--- src/rtl/per2apb_pkg.sv ---
// Shared types and constants for the peripheral-to-APB bridge.
package per2apb_pkg;

    typedef enum logic [1:0] {
        IDLE   = 2'd0,
        SETUP  = 2'd1,
        ACCESS = 2'd2,
        RESP   = 2'd3
    } state_e;

    localparam logic PER_OPC_OK  = 1'b0;
    localparam logic PER_OPC_ERR = 1'b1;

    localparam logic [3:0] BE_FULL = 4'hF;

endpackage

--- src/rtl/per2apb.sv ---
// Peripheral request/response port to APB master bridge, one transaction at a time.
// Partial writes are rejected with an error response because APB carries no byte strobes.
module per2apb
    import per2apb_pkg::*;
#(
    parameter int PER_ADDR_WIDTH = 32,
    parameter int APB_ADDR_WIDTH = 32,
    parameter int ID_WIDTH       = 5,
    parameter int TIMEOUT_CYCLES = 255
) (
    input  logic                      clk,
    input  logic                      rst_n,

    input  logic                      per_slave_req_i,
    input  logic [PER_ADDR_WIDTH-1:0] per_slave_add_i,
    input  logic                      per_slave_we_i,
    input  logic [31:0]               per_slave_wdata_i,
    input  logic [3:0]                per_slave_be_i,
    input  logic [ID_WIDTH-1:0]       per_slave_id_i,
    output logic                      per_slave_gnt_o,
    output logic                      per_slave_r_valid_o,
    output logic                      per_slave_r_opc_o,
    output logic [ID_WIDTH-1:0]       per_slave_r_id_o,
    output logic [31:0]               per_slave_r_rdata_o,

    output logic [APB_ADDR_WIDTH-1:0] PADDR,
    output logic [31:0]               PWDATA,
    output logic                      PWRITE,
    output logic                      PSEL,
    output logic                      PENABLE,
    input  logic [31:0]               PRDATA,
    input  logic                      PREADY,
    input  logic                      PSLVERR
);

    localparam int CNT_W = $clog2(TIMEOUT_CYCLES + 1);
    localparam logic [CNT_W-1:0] CNT_LAST = CNT_W'(TIMEOUT_CYCLES - 1);

    state_e state_reg;
    state_e state_next;

    logic [PER_ADDR_WIDTH-1:0] addr_reg;
    logic                      we_reg;
    logic [31:0]               wdata_reg;
    logic [ID_WIDTH-1:0]       id_reg;
    logic [CNT_W-1:0]          wait_cnt_reg;

    logic                      r_opc_reg;
    logic [ID_WIDTH-1:0]       r_id_reg;
    logic [31:0]               r_rdata_reg;

    logic accept;
    logic partial_wr;
    logic apb_done;
    logic apb_timeout;

    // The byte enables only matter for the accept-time decision, so they are not kept.
    assign accept      = per_slave_req_i && (state_reg == IDLE);
    assign partial_wr  = per_slave_we_i && (per_slave_be_i != BE_FULL);
    assign apb_done    = (state_reg == ACCESS) && PREADY;
    assign apb_timeout = (state_reg == ACCESS) && !PREADY && (wait_cnt_reg == CNT_LAST);

    always_ff @(posedge clk or negedge rst_n) begin
        if (!rst_n) begin
            state_reg <= IDLE;
        end else begin
            state_reg <= state_next;
        end
    end

    always_comb begin
        state_next = state_reg;
        case (state_reg)
            IDLE:    if (accept) state_next = partial_wr ? RESP : SETUP;
            SETUP:   state_next = ACCESS;
            ACCESS:  if (apb_done || apb_timeout) state_next = RESP;
            RESP:    state_next = IDLE;
            default: state_next = IDLE;
        endcase
    end

    always_comb begin
        per_slave_gnt_o     = accept;
        per_slave_r_valid_o = (state_reg == RESP);
        per_slave_r_opc_o   = r_opc_reg;
        per_slave_r_id_o    = r_id_reg;
        per_slave_r_rdata_o = r_rdata_reg;
        PSEL                = (state_reg == SETUP) || (state_reg == ACCESS);
        PENABLE             = (state_reg == ACCESS);
        PWRITE              = we_reg;
        PWDATA              = wdata_reg;
        PADDR               = APB_ADDR_WIDTH'(addr_reg & ~(PER_ADDR_WIDTH'(3)));
    end

    always_ff @(posedge clk or negedge rst_n) begin
        if (!rst_n) begin
            addr_reg     <= '0;
            we_reg       <= 1'b0;
            wdata_reg    <= '0;
            id_reg       <= '0;
            wait_cnt_reg <= '0;
            r_opc_reg    <= PER_OPC_OK;
            r_id_reg     <= '0;
            r_rdata_reg  <= '0;
        end else begin
            if (accept) begin
                addr_reg  <= per_slave_add_i;
                we_reg    <= per_slave_we_i;
                wdata_reg <= per_slave_wdata_i;
                id_reg    <= per_slave_id_i;
            end

            if (state_reg == SETUP) begin
                wait_cnt_reg <= '0;
            end else if ((state_reg == ACCESS) && !PREADY && !apb_timeout) begin
                wait_cnt_reg <= wait_cnt_reg + CNT_W'(1);
            end

            // Response fields only move on the edge that enters RESP.
            if (accept && partial_wr) begin
                r_opc_reg   <= PER_OPC_ERR;
                r_rdata_reg <= '0;
                r_id_reg    <= per_slave_id_i;
            end else if (apb_done) begin
                r_opc_reg   <= PSLVERR;
                r_rdata_reg <= we_reg ? 32'h0 : PRDATA;
                r_id_reg    <= id_reg;
            end else if (apb_timeout) begin
                r_opc_reg   <= PER_OPC_ERR;
                r_rdata_reg <= '0;
                r_id_reg    <= id_reg;
            end
        end
    end

endmodule

--- config.mk ---
export PLATFORM = sky130hd
export DESIGN_NAME = per2apb
export DESIGN_NICKNAME = d
export VERILOG_FILES = /design/src/rtl/per2apb_pkg.sv /design/src/rtl/per2apb.sv
export SDC_FILE = /design/constraint.sdc
export NUM_CORES = 1
export LEC_CHECK = 0
export ABC_AREA = 1
export CAP_MARGIN = 20
export CORE_ASPECT_RATIO = 0.7
export CORE_MARGIN = 2
export CORE_UTILIZATION = 47
export CTS_BUF_LIST = sky130_fd_sc_hd__clkbuf_2
export DETAILED_ROUTE_END_ITERATION = 16
export GPL_TIMING_DRIVEN = 0
export PLACE_DENSITY = 0.88
export SETUP_SLACK_MARGIN = 0.5
export SLEW_MARGIN = 20
export SYNTH_ARGS = -nofsm -noshare
export SYNTH_HDL_FRONTEND = slang
export SYNTH_SLANG_ARGS = --single-unit
--- constraint.sdc ---
create_clock -name clk -period 2.9 [get_ports clk]
set_input_delay 0.58 -clock clk [delete_from_list [all_inputs] [get_ports clk]]
set_output_delay 0.58 -clock clk [all_outputs]
set_load 0.1 [all_outputs]
==> qor.yml, run 1 <==
area_growth_syn_to_layout_pct: 57.6
cp_max_fo: 3
ys_warn_count: 0
rsz0062_at_grt: "true"
cts_root_buffer: "clkbuf_2"
drv_cap: 0
crit_path_end: "PENABLE"
critPathKind: "register to output port"
yosys-top-cells-area: "dfrtp_1 (58%), nand2_1 (19%), nand4_1 (5.0%), inv_1 (3.5%), o21ai_0 (2.4%)"
die_w_um: 128
dr.pass1.iters: 5
synthXorXnorAreaFrac_pct: 0.523
ios: 218
finClkSkew_ns: 0.0377
place_congestion: 0.863
fin_ws_ns: 0.497
synth-compound-area-share_pct: 4.38
outcome: "finished clean"
ant_nets: 0
wire_per_inst_um: 15.7
drc: 0
clockBufferDepth: 2
synth_area_sq_um: 5020
max_freq_mhz: 416
cts_buffers: 17
relSlewSlack_pct: 59.6
synth_edf_count: 0
grtUsageTotal_pct: 27.2
detailed_place_hpwl_um: 11200
coreArea_sq_um: 10400
drive_gt1_share_pct: 22.5
synthAdderAreaFrac_pct: 1.74
yosys.area_share.simple_pct: 28.9
syn_inst: 577
num_rows: 31
synth_top_family_by_area: "simple AND/OR/NAND/NOR gates"
synth.distinct_cells: 26
start_kind: "register"
r2r-end: "per_slave_r_rdata_o[22]"
grt_pass1_wl_um: 24600
final_max_slew_viol_count: 0
clock_latency_ns: 0.68
setup_viol_count_final: 0
synth.yosys.seq_area_share_pct: 57.8
post-synth-top-count-cell: "nand2_1"
ys_ff_latch: 116
tightest_slew_ns: 0.606
grt_overflow: 0
routed_wl_um: 15300
synth_top_cells_by_count: "nand2_1 (258), dfrtp_1 (116), inv_1 (47)"
drtIter0Drc: 259
synth_mux_area_share_pct: 0
period_minus_slack_ns: 2.40
synth_ff_type: "dfrtp_1"
synth.avg_cell_area_sq_um: 8.70
place_area_sq_um: 7350
synth_top_area_share_pct: 57.8
cts_tree: "built"
finalSetupTns_ns: 0
dp_slack_ns: -0.582
hold_violations: 0
min_path_type: "input pin to register"
async_flop_share_pct: 100
r2r_start: "state_reg[1]"
yosys.area.top_type: "dfrtp_1"
grt_start_max_net_pins: 66
antenna_found_initial: 0
fin_hold_ws_ns: 0.407
die_area_sq_um: 11500
htreeDepth: 4
worstRegToRegCells: 8
via_count: 4861
clk_pin_slew_ns: 0.19
cp-end-kind: "output port"
reg2reg_slack_ns: 0.93
die_h_um: 90.5
layout.nets: 946
setup.worst_path.start: "state_reg[1]"
final_area_sq_um: 7920
num_antenna_cells: 0
grt_pass1_vias: 4961
cp.arrival_ns: 1.82
crit_required_ns: 2.32
initial_core_util_pct: 48.5
port_buffers: 213
finalCritPeriodShare_pct: 82.9
clock_sinks: 116
viasPerCell: 5.00
==> logic make-up after synthesis <==
logic type | count (synthesis)
AND/OR/NAND/NOR | 336
flip-flops | 116
AO/OA/AOI/OAI | 36
other | 1
adder cells (fa/ha/maj) | 7
XOR/XNOR | 3
buffers and inverters | 78
==> timing repair <==
action	CTS	global route
pin swaps	0	1
buffers inserted	3	13
resized for setup	337	13
setup endpoints to repair	105	3
hold buffers	1	0
endpoints found under the hold margin	64	0
==> through the flow <==
stage | std cells | utilization (%)
2_1_floorplan | 578 | -
3_3_place_gp | 923 | 70.7
3_5_place_dp | 924 | 71.0
4_1_cts | 960 | 75.1
5_1_grt | 973 | 76.4
6_report | 973 | 76.4
==> per-layer routing <==
metal / up-vias / GRT usage (%) / wire (um)
li1: 2319 / - / -
met1: 2327 / 31.8 / 5880
met2: 189 / 46.4 / 7680
met3: 26 / 10.3 / 1480
met4: 0 / 8.52 / 270
met5: - / 0 / 0
==> how the worst min path moves through the flow <==
| stage | to | slack [ns] | startpoint | cells past startpoint |
|---|---|---|---|---|
| global route | addr_reg[26] | 0.36 | per_slave_add_i[26] | 3 |
| global placement | addr_reg[8] | 0.46 | addr_reg[8] | 2 |
| CTS | addr_reg[17] | 0.38 | per_slave_add_i[17] | 3 |
| detailed placement | PWDATA[5] | 0.46 | PWDATA[5] | 2 |
| finish | addr_reg[22] | 0.41 | per_slave_add_i[22] | 3 |
| floorplan | PWDATA[0] | 0.28 | rst_n | 0 |
==> cells in the final DEF (no fill, tap or decap), drive strengths merged <==
cell | netlist | routed
conb | 1 | 2
nand4 | 41 | 41
nand3 | 15 | 15
clkdlybuf4s50 | 0 | 107
xor2 | 3 | 3
ha | 7 | 7
clkbuf | 12 | 30
nor2 | 17 | 17
bufinv | 0 | 3
clkdlybuf4s15 | 0 | 101
inv | 47 | 48
dfrtp | 116 | 116
nand2 | 263 | 263
a21oi | 1 | 1
clkinvlp | 0 | 2
o21bai | 1 | 1
dlygate4sd3 | 0 | 1
o21ai | 34 | 34
clkinv | 1 | 8
buf | 18 | 41
==> critical path, cell delays in order, from the launching register on <==
cell and delay [ns]:
dfrtp_1 0.44, buf_4 0.14, buf_4 0.14, ha_1 0.22
buf_6 0.20
==> area by class of cell <==
type	count	area, sq um
Timing Repair Buffer	231	2440
Inverter	48	188
Fill cell	696	2440
Multi-Input combinational cell	384	1820
Sequential cell	116	2900
Clock inverter	13	140
Clock buffer	19	95.1
Buffer	30	165
Tap cell	132	165
Power of run 1 is left out: the tool's default activity adds up to more than one toggle a clock period on the data nets, which glitch-free logic cannot reach.
==> run 2: changes to the inputs <==
--- a/config.mk
+++ b/config.mk
@@ -9,11 +9,11 @@
 export CAP_MARGIN = 20
 export CORE_ASPECT_RATIO = 0.7
 export CORE_MARGIN = 2
-export CORE_UTILIZATION = 47
+export CORE_UTILIZATION = 44
 export CTS_BUF_LIST = sky130_fd_sc_hd__clkbuf_2
 export DETAILED_ROUTE_END_ITERATION = 16
 export GPL_TIMING_DRIVEN = 0
-export PLACE_DENSITY = 0.88
+export PLACE_DENSITY = 0.83
 export SETUP_SLACK_MARGIN = 0.5
 export SLEW_MARGIN = 20
 export SYNTH_ARGS = -nofsm -noshare
==> constraint.sdc (replaced) <==
create_clock -name clk -period 2.4 [get_ports clk]
set_input_delay 0.48 -clock clk [delete_from_list [all_inputs] [get_ports clk]]
set_output_delay 0.48 -clock clk [all_outputs]
set_load 0.1 [all_outputs]
==> run 2 against run 1 <==
  * Critical path depth is 2 higher
  * Worst setup slack worse by 0.40 ns
  * Clock skew is 0.012 ns lower
  * Global-route usage is 1.2 points lower
  * Final cell count is 2.8% higher
  * First-iteration DRC count is 11% lower
  * Core utilization is 3.9 points lower
  * Count of clock-buffer cells in the layout is 2 higher
  * Critical endpoint is now per_slave_gnt_o
  * Design area is 1.2% higher
  * Wire length is 4.3% higher
  * Die area is 6.6% higher
  * Sequential share of layout area is 0.45 points lower
==> qor.yml, run 2 (same netlist as run 1, synthesis figures left out) <==
cp.arrival_ns: 1.82  # about the same
hold_violations: 0  # unchanged
initial_core_util_pct: 45.4  # -3.0 points
clock_latency_ns: 0.67  # about the same
grt_pass1_wl_um: 24800  # +0.96%
grt_pass1_vias: 4996  # +0.71%
cts_tree: "built"
ant_nets: 0  # unchanged
antenna_found_initial: 0  # unchanged
cp-end-kind: "output port"
max_freq_mhz: 434
detailed_place_hpwl_um: 10900  # -2.4%
die_w_um: 132  # +3.2%
grt_overflow: 0  # unchanged
wire_per_inst_um: 16.0  # +1.5%
clock_sinks: 116  # unchanged
setup_viol_count_final: 0  # unchanged
place_congestion: 0.869  # +0.66%
drive_gt1_share_pct: 25.3  # +2.8 points
clk_pin_slew_ns: 0.17  # -0.02 ns
crit_required_ns: 1.92  # -0.40 ns
finalCritPeriodShare_pct: 96.0
area_growth_syn_to_layout_pct: 59.5
die_h_um: 93.4  # +3.2%
r2r_start: "state_reg[1]"
critPathKind: "register to output port"
cts_buffers: 17  # unchanged
drv_cap: 0  # unchanged
viasPerCell: 4.95  # -0.96%
cpMaxStageDelayCell: "dfrtp_1"
grt_start_max_net_pins: 83  # +26%
final_area_sq_um: 8010  # +1.2%
num_antenna_cells: 0  # unchanged
coreArea_sq_um: 11100  # +6.7%
ios: 218  # unchanged
rsz0062_at_grt: "true"
path_cells: "inv_2 > ha_4 > nand2_8 > clkinv_4 > clkbuf_16 > buf_16"
start_kind: "register"
num_rows: 32  # +3.2%
place_area_sq_um: 7390  # +0.56%
dr.pass1.iters: 6  # +1
htreeDepth: 4  # unchanged
relSlewSlack_pct: 66.3  # +6.6 points
finClkSkew_ns: 0.0255  # -0.0123 ns
drc: 0  # unchanged
routed_wl_um: 16000  # +4.3%
worst_path_largest_cell_delay_ns: 0.44  # about the same
outcome: "finished clean"
die_area_sq_um: 12300  # +6.6%
port_buffers: 213  # unchanged
setup.worst_path.start: "state_reg[1]"
cp_max_fo: 3  # unchanged
drtIter0Drc: 231  # -11%
via_count: 4948  # +1.8%
final_max_slew_viol_count: 0  # unchanged
mostFrequentLayoutCells: "nand2_1 (255), dfrtp_1 (116), clkdlybuf4s50_1 (107)"
final_common_cell: "nand2_1"
min_path_type: "input pin to asynchronous set/reset pin"
period_minus_slack_ns: 2.30
clockBufferDepth: 2  # unchanged
layout.nets: 954  # +0.85%
cts_root_buffer: "clkbuf_2"
tightest_slew_ns: 0.506  # -0.0995 ns
grtUsageTotal_pct: 26.0  # -1.2 points
[run 2: cell types whose count changed in the layout (fill, tap and decap cells not counted), moves of 3 or more]
cell / change
buf_4: +26
o21ai_1: +4
clkbuf_2: +9
clkdlybuf4s15_2: -101
buf_1: -5
buf_8: +3
o21ai_0: -5
clkbuf_1: -4
nand2_1: -3
buf_6: +77
inv_1: -4
[run 2: critical path, delay by kind of cell (launching register included)]
kind	cells	cell delay, ns
adders and majority gates	1	0.17
buffers and inverters	4	0.46
and+or+nand+nor	1	0.07
DFF	1	0.44
[run 2: per-layer routing]
metal	track usage, %	share of wire (%)	up-vias
li1	-	-	2335
met1	30.8	41	2351
met2	42.6	48	225
met3	10.3	8.7	37
met4	10.9	2.5	0
met5	0	0	-
[run 2: cell type report]
class / count / area, sq um
clock inverters: 9 / 65.1
inverters: 48 / 190
plain buffers: 30 / 203
multi-input cells: 384 / 1880
clock buffers: 21 / 105
flip-flops and latches: 116 / 2900
fillers: 799 / 3040
repair buffers: 239 / 2470
well taps: 153 / 191
[run 2: path summary, 6_finish.rpt]
kind	endpoint	slack, ns	depth (start not counted)
setup / recovery	per_slave_gnt_o	0.1	6
hold / removal	per_slave_r_rdata_o[8]	0.24	2
setup reg to reg	per_slave_r_id_o[0]	0.48	13
hold reg to reg	id_reg[0]	0.50	2
max in group asynchronous	addr_reg[19]	1.41	3
min in group clk	addr_reg[25]	0.31	3
[run 2: repair_timing]
item / in CTS / in global routing
endpoints found under the hold margin: 34 / 0
resized for setup: 661 / 118
setup endpoints to repair: 158 / 147
gates cloned: 0 / 2
buffers inserted: 12 / 10
pin swaps: 3 / 6
hold buffers: 1 / 0
[run 2: per-stage QoR]
| stage | worst slack [ns] | hold slack, ns | TNS, ns | utilization (%) | cells |
|---|---|---|---|---|---|
| finish | 0.0964 | 0.237 | 0 | 72.5 | 1000 |
| global route | 0.00172 | 0.211 | 0 | 72.5 | 1000 |
| CTS | 0.0668 | 0.219 | 0 | 68.2 | 988 |
| detailed placement | -0.814 | 0.395 | -0.865 | 66.9 | 945 |
| global placement | -3.50 | 0.461 | -405.84 | 66.7 | 944 |
| floorplan | 0.564 | 0.184 | 0 | - | 578 |
Power of run 2 is left out for the same reason.
